**config.mk**
```make
export PLATFORM = sky130hd
export DESIGN_NAME = bus_arbiter_3
export DESIGN_NICKNAME = d
export VERILOG_FILES = /design/src/rtl/bus_arb_pkg.sv /design/src/rtl/rr_pick3.sv /design/src/rtl/bus_arbiter_3.sv
export SDC_FILE = /design/constraint.sdc
export NUM_CORES = 1
export LEC_CHECK = 0
export CORE_ASPECT_RATIO = 0.7
export CORE_UTILIZATION = 40
export DETAILED_ROUTE_END_ITERATION = 8
export HOLD_SLACK_MARGIN = 0.05
export PLACE_DENSITY = 0.84
export SKIP_CTS_REPAIR_TIMING = 1
export SKIP_LAST_GASP = 1
export SYNTH_ARGS = -nofsm -noshare
export SYNTH_HDL_FRONTEND = slang
export SYNTH_SLANG_ARGS = --single-unit
```
**constraint.sdc**
```tcl
create_clock -name i_clk -period 2.3 [get_ports i_clk]
set_clock_uncertainty 0.15 [all_clocks]
set_input_delay 0.345 -clock i_clk [delete_from_list [all_inputs] [get_ports i_clk]]
set_output_delay 0.345 -clock i_clk [all_outputs]
set_load 0.03 [all_outputs]
```
**src/rtl/bus_arb_pkg.sv**
```systemverilog
// rtl/bus_arb_pkg.sv - shared types and helpers for the 3-source round-robin bus arbiter
package bus_arb_pkg;

  localparam int NUM_REQ = 3;

  typedef logic [1:0] owner_t;

  typedef enum logic {ARB_IDLE, ARB_BUSY} arb_state_t;

  // Successor in the 0 -> 1 -> 2 -> 0 ring
  function automatic owner_t next_idx(input owner_t x);
    next_idx = (x >= owner_t'(NUM_REQ - 1)) ? owner_t'(0) : owner_t'(x + owner_t'(1));
  endfunction

  function automatic logic [NUM_REQ-1:0] onehot(input owner_t x);
    case (x)
      2'd0:    onehot = 3'b001;
      2'd1:    onehot = 3'b010;
      2'd2:    onehot = 3'b100;
      default: onehot = 3'b000;
    endcase
  endfunction

endpackage

```
**src/rtl/rr_pick3.sv**
```systemverilog
// rtl/rr_pick3.sv - combinational round-robin pick among three requesters
// Priority runs last+1, last+2, last; the first asserted request wins.
module rr_pick3 import bus_arb_pkg::*; (
  input  logic [NUM_REQ-1:0] i_req,
  input  owner_t             i_last,
  output logic               o_pick_valid,
  output owner_t             o_pick_idx
);

  owner_t w_c1;
  owner_t w_c2;
  owner_t w_c3;

  assign w_c1 = next_idx(i_last);
  assign w_c2 = next_idx(w_c1);
  assign w_c3 = next_idx(w_c2);

  always_comb begin
    o_pick_valid = 1'b1;
    o_pick_idx   = w_c1;
    if (i_req[w_c1]) begin
      o_pick_idx = w_c1;
    end else if (i_req[w_c2]) begin
      o_pick_idx = w_c2;
    end else if (i_req[w_c3]) begin
      o_pick_idx = w_c3;
    end else begin
      o_pick_valid = 1'b0;
    end
  end

endmodule

```
**src/rtl/bus_arbiter_3.sv**
```systemverilog
// rtl/bus_arbiter_3.sv - round-robin grant sequencer and registered bus for three sources
// Define BURST_LIMIT_EN to cap each tenure at MAX_BURST captures when others are waiting.
module bus_arbiter_3 import bus_arb_pkg::*; #(
  parameter int WIDTH     = 8,
  parameter int MAX_BURST = 4
) (
  input  logic               i_clk,
  input  logic               i_rst,
  input  logic [NUM_REQ-1:0] i_req,
  input  logic [WIDTH-1:0]   i_data0,
  input  logic [WIDTH-1:0]   i_data1,
  input  logic [WIDTH-1:0]   i_data2,
  output logic [NUM_REQ-1:0] o_grant,
  output owner_t             o_owner,
  output logic [WIDTH-1:0]   o_bus_out,
  output logic               o_bus_valid
);

  arb_state_t         r_state;
  logic [NUM_REQ-1:0] r_grant;
  owner_t             r_owner;
  owner_t             r_last;
  logic [WIDTH-1:0]   r_bus;
  logic               r_valid;

  owner_t             w_pick_last;
  owner_t             w_pick_idx;
  logic               w_pick_valid;
  logic               w_own_req;
  logic [WIDTH-1:0]   w_sel_data;

  // While busy the owner is the most recent winner, so it ranks lowest in the re-pick
  assign w_pick_last = (r_state == ARB_BUSY) ? r_owner : r_last;
  assign w_own_req   = i_req[r_owner];

  rr_pick3 u_pick (
    .i_req        (i_req),
    .i_last       (w_pick_last),
    .o_pick_valid (w_pick_valid),
    .o_pick_idx   (w_pick_idx)
  );

  always_comb begin
    w_sel_data = i_data0;
    case (r_owner)
      2'd1:    w_sel_data = i_data1;
      2'd2:    w_sel_data = i_data2;
      default: w_sel_data = i_data0;
    endcase
  end

`ifdef BURST_LIMIT_EN
  localparam int CNT_W = (MAX_BURST > 1) ? $clog2(MAX_BURST) : 1;

  logic [CNT_W-1:0] r_cnt;
  logic             w_others;
  logic             w_burst_done;

  assign w_others     = |(i_req & ~onehot(r_owner));
  assign w_burst_done = (r_cnt == CNT_W'(MAX_BURST - 1));
`endif

  always_ff @(posedge i_clk) begin
    if (i_rst) begin
      r_state <= ARB_IDLE;
      r_grant <= '0;
      r_owner <= '0;
      r_last  <= owner_t'(2);
      r_bus   <= '0;
      r_valid <= 1'b0;
`ifdef BURST_LIMIT_EN
      r_cnt   <= '0;
`endif
    end else begin
      case (r_state)
        ARB_IDLE: begin
          r_valid <= 1'b0;
          if (w_pick_valid) begin
            r_grant <= onehot(w_pick_idx);
            r_owner <= w_pick_idx;
            r_state <= ARB_BUSY;
`ifdef BURST_LIMIT_EN
            r_cnt   <= '0;
`endif
          end else begin
            r_grant <= '0;
          end
        end
        default: begin
          if (w_own_req) begin
            r_bus   <= w_sel_data;
            r_valid <= 1'b1;
`ifdef BURST_LIMIT_EN
            if (w_burst_done) begin
              r_cnt <= '0;
              if (w_others) begin
                r_last  <= r_owner;
                r_grant <= onehot(w_pick_idx);
                r_owner <= w_pick_idx;
              end
            end else begin
              r_cnt <= r_cnt + CNT_W'(1);
            end
`endif
          end else begin
            // Release: hand over on this same edge when anyone else is waiting
            r_last  <= r_owner;
            r_valid <= 1'b0;
`ifdef BURST_LIMIT_EN
            r_cnt   <= '0;
`endif
            if (w_pick_valid) begin
              r_grant <= onehot(w_pick_idx);
              r_owner <= w_pick_idx;
            end else begin
              r_grant <= '0;
              r_state <= ARB_IDLE;
            end
          end
        end
      endcase
    end
  end

  always_ff @(posedge i_clk) begin
    if (!i_rst) begin
      assert ($onehot0(r_grant));
      assert (MAX_BURST >= 1);
    end
  end

  assign o_grant     = r_grant;
  assign o_owner     = r_owner;
  assign o_bus_out   = r_bus;
  assign o_bus_valid = r_valid;

endmodule
```
==> results by group <==
Timing
  • Final setup viols: 0
  • Worst slew pin tran: 0.574 ns
  • Final max-slew violation count: 0
  • Final period demand of the worst path: 1.98 ns
  • RSZ-0062 raised after global routing: no
  • Final Cycle Share: 86.0%
  • Setup_tns: 0 ns
  • Final WS setup: 0.322 ns
  • Fmax: 506 MHz
  • Slew HR: 61.7%
  • Hold Vio Cnt, Final: 0

Clock network
  • TritonCTS clock tree: yes
  • Max clock buf depth: 2
  • Root Driver: clkbuf_4
  • Reg clk slew, reported paths: 0.09 ns
  • TritonCTS Buffers: 3
  • Htree depth: 1
  • Clock Latency Late Sink: 0.28 ns
  • Sink Count: 17

Final layout
  • Final-layout fill cell count: 185
  • Sequential cell area: 340 µm²
  • Combined area of the multi-input logic cells: 528 µm²
  • Nets: 182
  • Syn-to-layout area delta: 51.8%
  • Ant. Diodes: 0
  • Share of layout cells above drive strength 1: 7.33%

Worst setup path
  • R2R Path Start: o_owner[1]
  • R2R Path End: o_grant[2]
  • Delay-heaviest family, CP: buffers and inverters
  • R2r setup slk: 0.44 ns
  • Critical path capture point type: output pin
  • Worst path max stage delay: 0.72 ns
  • CP max-delay cell: clkdlybuf4s50_1
  • CP max FO: 7
  • Worst reg2reg path depth: 4
  • WP data arrival: 1.48 ns
  • CP Cell Sequence: clkdlybuf4s50_1
  • Critical path type: flip-flop to output pin
  • Crit path launch type: flip-flop
  • Buf+Inv Stages, Crit Path: 1
  • CP Data Required Time: 1.80 ns

Routing
  • Initial drt markers: 18
  • Routed Antenna Nets: 0
  • Via density: 5.18
  • Routed WL: 2200 µm
  • Pre-antenna DRT Iters: 4
  • Wire length per cell: 12.1 µm
  • DRC Markers: 0
  • Vias: 943

Floorplan
  • Die ar.: 0.00249 mm²
  • Die span in x: 59.2 µm
  • Core Region: 0.00215 mm²
  • Initial Util: 42.6%
  • Num ports: 43
  • Rows: 14
  • Die height: 42.1 µm

Placement
  • PortBufs: 42
  • Dpl hpwl: 1770 µm
  • RePlAce Congestion: 0.883
  • Pre-CTS setup slack: 0.183 ns

Synth
  • Library cells used by synthesis: 34
  • Cells after Synth: 107
  • #FFs+latches synth: 17
  • Sequential fraction of the synthesis area: 37.1%
  • Syn_area_per_cell: 8.57 µm²
  • Syn_nets: 138
  • Yosys warns: 0
  • Cell area after synthesis: 917 µm²

Pwr
  • Leakage: 0.000531 µW
  • PwrDens: 550 mW/mm²
  • VDD IR max: 369 µV

Worst hold path
  • Hold path start: o_grant[1]
  • Worst Hold Path Cells: 2
  • Hold endpoint: o_grant[1]
  • Worst hold path class: flip-flop to flip-flop

Global routing
  • Grt total ovfl: 0
  • Vias in the first global route: 815
  • Initial antenna violation count: 0
  • Largest net degree at the start of global routing: 17
  • GRT Util Overall: 19.1%
  • First-pass GRT wire length: 3570 µm

Run status
  • Outcome: completed

Job
  • Max_cap viols: 0
-- cell families after synthesis --
logic type	share of synthesized area, %
compound gates	27.2
fa+ha+maj	2.73
flops	37.1
buf+inv	5.32
simple gates	15.6
mux	12.1
-- cell type report --
cell class | instances | share of cell area (%)
Inverter | 4 | 1.08
Tap cell | 32 | 2.88
Clock buffer | 4 | 1.89
Multi-Input combinational cell | 80 | 37.9
Sequential cell | 17 | 24.4
Timing Repair Buffer | 45 | 31.8
-- flip-flops by register name, summed over array words and instances, names as in the netlist --
signal	flops
r_last	2
r_state	1
o_grant	3
o_owner	2
o_bus_valid	1
o_bus_out	8
-- per-layer routing --
| layer | routed length, µm | track usage, % | up-vias |
|---|---|---|---|
| met5 | 0 | 0 | - |
| met4 | 18 | 2.86 | 0 |
| met3 | 167 | 7.41 | 2 |
| met2 | 1060 | 32.6 | 35 |
| met1 | 950 | 22.8 | 434 |
| li1 | - | - | 472 |
-- cell usage in the layout (no fill, tap or decap) --
cell type / instances
a211o_1: 1
a211oi_1: 1
a21bo_1: 1
a21boi_0: 1
a21o_1: 1
a21oi_1: 2
a22o_1: 1
a22oi_1: 8
a31oi_1: 1
a32o_2: 1
a41oi_1: 1
and2_4: 1
buf_4: 3
clkbuf_1: 1
clkbuf_4: 3
clkdlybuf4s50_1: 42
dfxtp_1: 17
ha_1: 2
inv_1: 4
mux2_2: 1
mux2i_1: 10
nand2_1: 11
nand2b_1: 1
nand2b_2: 1
nand3_1: 1
nor2_1: 13
nor3_1: 2
nor3b_1: 1
o211ai_1: 2
o21a_1: 1
o21ai_0: 10
o21ai_1: 2
o22ai_4: 1
or2_0: 1
-- worst register-to-register path, stage by stage (launching register included) --
cell and delay, ns:
dfxtp_1 0.48, mux2i_1 0.42, o22ai_4 0.26, and2_4 0.24, a22o_1 0.21
-- how the worst max path moves through the flow --
stage | endpoint | startpoint | slack (ns) | depth (start not counted)
finish | o_owner[1] | o_owner[1] | 0.32 | 1
CTS | o_owner[1] | o_owner[1] | 0.31 | 1
detailed placement | o_grant[0] | i_req[1] | 0.18 | 5
global placement | o_grant[0] | i_req[1] | 0.23 | 5
floorplan | o_bus_out[0] | o_owner[0] | 0.43 | 6
global route | o_owner[1] | o_owner[1] | 0.25 | 1
-- cell usage after synthesis (all sizes together) --
cell type	number	share of area (%)
a211o	1	0.96
a211oi	1	0.82
a21bo	1	1.1
a21boi	1	0.82
a21o	1	0.82
a21oi	2	1.1
a22o	1	0.96
a22oi	8	6.5
a31oi	1	0.68
a32o	1	1.2
a41oi	1	0.96
and2	1	0.96
buf	3	2.5
clkbuf	3	1.2
dfxtp	17	37
ha	2	2.7
inv	4	1.6
mux2	1	1.2
mux2i	10	11
nand2	11	4.5
nand2b	2	1.6
nand3	1	0.55
nor2	13	5.3
nor3	2	1.1
nor3b	1	0.82
o211ai	2	1.6
o21a	1	0.82
o21ai	12	6.5
o22ai	1	2.2
or2	1	0.68
-- power breakdown --
part	leakage (µW)	internal, µW	switching, µW
registers	0.000139	318	20.0
logic	0.000377	136	137
clock network	0.0000150	67.4	87.9
total	0.000531	522	245
-- through the flow --
| stage | total power (µW) | instance area [µm²] | hold slack (ns) | util, % | instances |
|---|---|---|---|---|---|
| 6_report | 766 | 1390 | 0.320 | 64.6 | 182 |
| 5_1_grt | 811 | 1390 | 0.371 | 64.6 | 182 |
| 2_1_floorplan | 505 | 917 | 0.315 | - | 107 |
| 3_3_place_gp | 611 | 1370 | 0.304 | 63.4 | 178 |
| 4_1_cts | 774 | 1390 | 0.329 | 64.6 | 182 |
| 3_5_place_dp | 619 | 1370 | 0.316 | 63.4 | 178 |
Power figures use the tool's default switching activity.
